## config.mk

```make
export PLATFORM = sky130hd
export DESIGN_NAME = alu_operand_sequencer
export DESIGN_NICKNAME = d
export VERILOG_FILES = /design/src/rtl/alu_operand_sequencer.sv
export SDC_FILE = /design/constraint.sdc
export NUM_CORES = 1
export LEC_CHECK = 0
export ABC_AREA = 1
export BUFFER_PORTS_ARGS = -buffer_cell sky130_fd_sc_hd__buf_2
export CAP_MARGIN = 10
export CELL_PAD_IN_SITES_DETAIL_PLACEMENT = 1
export CELL_PAD_IN_SITES_GLOBAL_PLACEMENT = 1
export CORE_MARGIN = 1.5
export CORE_UTILIZATION = 38
export DETAILED_ROUTE_END_ITERATION = 16
export PLACE_DENSITY_LB_ADDON = 0.1
export REMOVE_ABC_BUFFERS = 1
export SLEW_MARGIN = 15
export SYNTH_ARGS = -nofsm -noshare
export SYNTH_HDL_FRONTEND = slang
export SYNTH_SLANG_ARGS = --single-unit
```

## constraint.sdc

```tcl
create_clock -name clk -period 1.4 [get_ports clk]
set_clock_uncertainty 0.05 [all_clocks]
set_input_delay 0.07 -clock clk [delete_from_list [all_inputs] [get_ports clk]]
set_output_delay 0.07 -clock clk [all_outputs]
set_load 0.01 [all_outputs]
```

## src/rtl/alu_operand_sequencer.sv

```systemverilog
// alu_operand_sequencer: debounced two-button front end for the 4-bit ALU.
// Loads num1, num2 and opcode from the switches on successive enter presses,
// runs one exec cycle, then captures the ALU result and flags for display.
// Build option: define ACC_CHAIN_EN to chain the shown result into num1.

module alu_operand_sequencer_debounce #(
  parameter int CYCLES = 4
) (
  input  logic clk,
  input  logic rst,
  input  logic raw,
  output logic pulse
);
  localparam int CW = $clog2(CYCLES + 1);

  logic [1:0]    sync;
  logic          level;
  logic [CW-1:0] cnt;
  logic          flip;

  // The level flips on the CYCLES-th consecutive disagreeing sample.
  assign flip = (sync[1] != level) && (cnt == CW'(CYCLES - 1));

  // Synchronizer, symmetric run-length filter and rising-edge pulse.
  always_ff @(posedge clk or posedge rst) begin
    if (rst) begin
      sync  <= '0;
      level <= 1'b0;
      cnt   <= '0;
      pulse <= 1'b0;
    end else begin
      sync  <= {sync[0], raw};
      pulse <= flip & sync[1];
      if (sync[1] == level) begin
        cnt <= '0;
      end else if (flip) begin
        cnt   <= '0;
        level <= ~level;
      end else begin
        cnt <= cnt + 1'b1;
      end
    end
  end
endmodule

module alu_operand_sequencer #(
  parameter int DATA_W          = 4,
  parameter int OP_W            = 2,
  parameter int DEBOUNCE_CYCLES = 4
) (
  input  logic              clk,
  input  logic              rst,
  input  logic [DATA_W-1:0] sw_data,
  input  logic              btn_enter,
  input  logic              btn_clear,
  output logic [DATA_W-1:0] num1,
  output logic [DATA_W-1:0] num2,
  output logic [OP_W-1:0]   opcode,
  input  logic [DATA_W-1:0] alu_result,
  input  logic              alu_carry,
  input  logic              alu_overflow,
  input  logic              alu_negative,
  input  logic              alu_zero,
  output logic [DATA_W-1:0] result_q,
  output logic [3:0]        flags_q,
  output logic              result_valid,
  output logic              busy,
  output logic [2:0]        state_o
);
  typedef enum logic [2:0] {
    S_A    = 3'd0,
    S_B    = 3'd1,
    S_OP   = 3'd2,
    S_EXEC = 3'd3,
    S_SHOW = 3'd4
  } state_t;

  // Bit 0 is enter, bit 1 is clear; both go through identical filters.
  logic [1:0] btn_raw, btn_pulse;
  logic       enter_p, clear_p;

  assign btn_raw = {btn_clear, btn_enter};
  assign enter_p = btn_pulse[0];
  assign clear_p = btn_pulse[1];

  for (genvar i = 0; i < 2; i++) begin : g_btn
    alu_operand_sequencer_debounce #(.CYCLES(DEBOUNCE_CYCLES)) u_db (
      .clk   (clk),
      .rst   (rst),
      .raw   (btn_raw[i]),
      .pulse (btn_pulse[i])
    );
  end

  state_t            state, state_n;
  logic [DATA_W-1:0] num1_n, num2_n, result_n;
  logic [OP_W-1:0]   opcode_n;
  logic [3:0]        flags_n;
  logic              valid_n;

  // State and operand/result registers.
  always_ff @(posedge clk or posedge rst) begin
    if (rst) begin
      state        <= S_A;
      num1         <= '0;
      num2         <= '0;
      opcode       <= '0;
      result_q     <= '0;
      flags_q      <= '0;
      result_valid <= 1'b0;
    end else begin
      state        <= state_n;
      num1         <= num1_n;
      num2         <= num2_n;
      opcode       <= opcode_n;
      result_q     <= result_n;
      flags_q      <= flags_n;
      result_valid <= valid_n;
    end
  end

  // Next-state and register loads; clear overrides anything enter does.
  always_comb begin
    state_n  = state;
    num1_n   = num1;
    num2_n   = num2;
    opcode_n = opcode;
    result_n = result_q;
    flags_n  = flags_q;
    valid_n  = result_valid;
    case (state)
      S_A:    if (enter_p) begin num1_n = sw_data; state_n = S_B; end
      S_B:    if (enter_p) begin num2_n = sw_data; state_n = S_OP; end
      S_OP:   if (enter_p) begin opcode_n = sw_data[OP_W-1:0]; state_n = S_EXEC; end
      S_EXEC: begin
        result_n = alu_result;
        flags_n  = {alu_carry, alu_overflow, alu_negative, alu_zero};
        valid_n  = 1'b1;
        state_n  = S_SHOW;
      end
      S_SHOW: if (enter_p) begin
        valid_n = 1'b0;
`ifdef ACC_CHAIN_EN
        num1_n  = result_q;
        state_n = S_B;
`else
        state_n = S_A;
`endif
      end
      default: state_n = S_A;
    endcase
    if (clear_p) begin
      state_n  = S_A;
      num1_n   = '0;
      num2_n   = '0;
      opcode_n = '0;
      result_n = '0;
      flags_n  = '0;
      valid_n  = 1'b0;
    end
  end

  assign busy    = (state == S_EXEC);
  assign state_o = state;
endmodule

```

==> flow_summary.ini <==
[synthesis]
synthTopCellsByArea = dfrtp_1 (63%), nand2_1 (10%), nand3_1 (7.6%), nor2_1 (3.9%), o21ai_0 (3.1%)
synth_common_cells = nand2_1 (40), dfrtp_1 (36), nand3_1 (22), nor2_1 (15), inv_1 (10)
seq_area_frac_synth = 0.626
synthFlopType = dfrtp_1
synth_area_leader_cell = dfrtp_1
syn_area_um2 = 1440
yosysMostFrequentCell = nand2_1
synthesis.yosys.warnings = 0
synth_top_area_share = 0.626
async_reset_ff_frac = 1.00
synth-edff-count = 0
synthCells = 149
synth-seq-cells = 36
synth.distinct_cells = 16
avgSynthCellArea_um2 = 9.67

[final_layout]
seqCellArea_um2 = 905
multi_input_area_um2 = 474
fill_cells = 421
layout-drive-gt1-share = 0.285
antenna_cells = 0
final_area_um2 = 1940
final_nets = 224
area_growth_syn_to_layout_pct = 35.0

[global_routing]
grt_pass1_vias = 1201
grt_max_degree = 37
track_usage = 0.163
antenna_found_initial = 0
overflow = 0
grt_pass1_wl_um = 5180

[placed_design]
io_buffer_count = 38
placement.cell_area_um2 = 1690
dp_hpwl_um = 2150
gp_congestion = 0.680

[route]
postRouteAntennaNets = 0
drt_iter0_markers = 42
wirelength_um = 3040
vias = 1199
drc_errors = 0
wl_per_cell_um = 11.9
firstDrtPassIters = 4
vias_per_cell = 4.70

[power]
pwr-share-comb = 0.321
ir_drop_v = 0.000879
p_clk_frac = 0.249
p_sw_mw = 1.31
seqPwrFrac = 0.430
power_leakage_nw = 1.03
report.power.total_mw = 3.93
sw_frac_of_total = 0.333
p_int_mw = 2.62
power_density_nw_per_um2 = 2020

[timing]
max-slew-margin-rel = 0.706
rsz0062_at_grt = yes
worst_pin_slew_ns = 0.441
fin_crit_sh = 0.951
slew_violations = 0
max_freq_mhz = 751
setup_viol_count_final = 0
hold_viol_final = 0
period_minus_slack_ns = 1.33

[clocking]
clkSinkCount = 36
cts_buffers = 5
cts-root-buf = clkbuf_8
path_clk_slew_ns = 0.07
cts_tree = done
htreeDepth = 2
clkLatencyLatePin_ns = 0.28
cts_max_path_buffers = 2

[floorplanning]
die_h_um = 64.6
start_util = 0.393
dieWidth_um = 64.6
core_area_um2 = 3660
rows = 22
ios = 39
dieArea_um2 = 4170

[worst_setup_path]
startpoint_type = register
crit_type = reg -> out
cp.arrival_ns = 1.21
critPathMaxFanout = 9
end_kind = primary output
crit_required_ns = 1.28

[min_path]
hold_path_class = in -> reg

[run]
timing.max_cap.violations = 0

[outcome]
status = finished clean
-- sequential cells by signal, indices dropped and copies added, names as in the netlist --
signal            cells
flags_q               4
g_btn.u_db.cnt        6
state_o               3
g_btn.u_db.pulse      2
result_q              4
num2                  4
g_btn.u_db.sync       4
opcode                2
g_btn.u_db.level      2
num1                  4
result_valid          1
-- cell families (layout without fill, tap and decap cells) --
kind of cell / Yosys count / count (layout) / share of synthesized area
buffers and inverters: 15 / 73 / 0.0504
AO/OA/AOI/OAI: 10 / 10 / 0.0347
AND/OR/NAND/NOR: 84 / 84 / 0.260
flip-flops: 36 / 36 / 0.626
XOR/XNOR: 2 / 2 / 0.0122
adder cells (fa/ha/maj): 2 / 2 / 0.0174
-- area by class of cell --
cell class | instances | area share
inverters | 12 | 0.0232
clock buffers | 7 | 0.0495
flip-flops and latches | 36 | 0.465
well taps | 48 | 0.0309
multi-input cells | 98 | 0.244
repair buffers | 53 | 0.172
clock inverters | 1 | 0.0154
-- through the flow --
step	TNS, ns	worst slack [ns]	cells	hold WS [ns]	util
5_1_grt	-0.00189	-0.00189	255	0.0595	0.531
3_3_place_gp	0	0.214	235	0.128	0.460
3_5_place_dp	0	0.160	235	0.130	0.460
2_1_floorplan	0	0.237	146	0.0514	-
4_1_cts	0	0.0239	255	0.0345	0.529
6_report	0	0.0692	255	0.0448	0.531
-- worst paths after layout --
path,from,to,slack (ns),cells past startpoint
max in group asynchronous,rst,state_o[0],0.56,4
min in group asynchronous,rst,g_btn[0].u_db.sync[1],0.41,4
setup / recovery,state_o[2],busy,0.07,5
setup reg to reg,state_o[2],num2[0],0.15,5
hold / removal,sw_data[1],num2[1],0.04,3
hold reg to reg,g_btn[0].u_db.sync[0],g_btn[0].u_db.sync[1],0.30,0
-- metal layers --
metal | track usage | share of wire
met2 | 0.281 | 0.50
met4 | 0.0718 | 0.011
met3 | 0.0330 | 0.041
met5 | 0 | 0
met1 | 0.196 | 0.45
-- cells in the final DEF, fill, tap and decap left out, types with 3 or more instances in the layout --
cell type / n
nand2_1: 40
buf_2: 38
dfrtp_1: 33
nand3_1: 22
nor2_1: 15
dlygate4sd3_1: 11
inv_1: 10
o21ai_0: 9
clkbuf_8: 7
buf_4: 3
dfrtp_2: 3
-- critical path, cell delays in order (launching register included) --
cell and delay, ns:
dfrtp_2 0.42, inv_2 0.10, nand3_4 0.10, buf_6 0.16
inv_1 0.05, buf_2 0.11
-- what timing repair did --
item / CTS / global route
gates resized for setup: 4 / 1
setup buffers: 1 / 0
endpoints found under the setup margin: 1 / 1
hold endpoints to repair: 46 / 0
hold buffers: 11 / 0
-- power by group through the flow --
stage                     sequential (mW)  combinational (mW)  clock, mW
after global placement               1.70                1.16          0
after CTS                            1.69                1.28       1.01
after detailed placement             1.71                1.22          0
after global routing                 1.75                1.43       1.05
final                                1.69                1.26      0.979
after floorplan                      1.82               0.582          0
No activity file was read; power rests on OpenSTA's default activity.
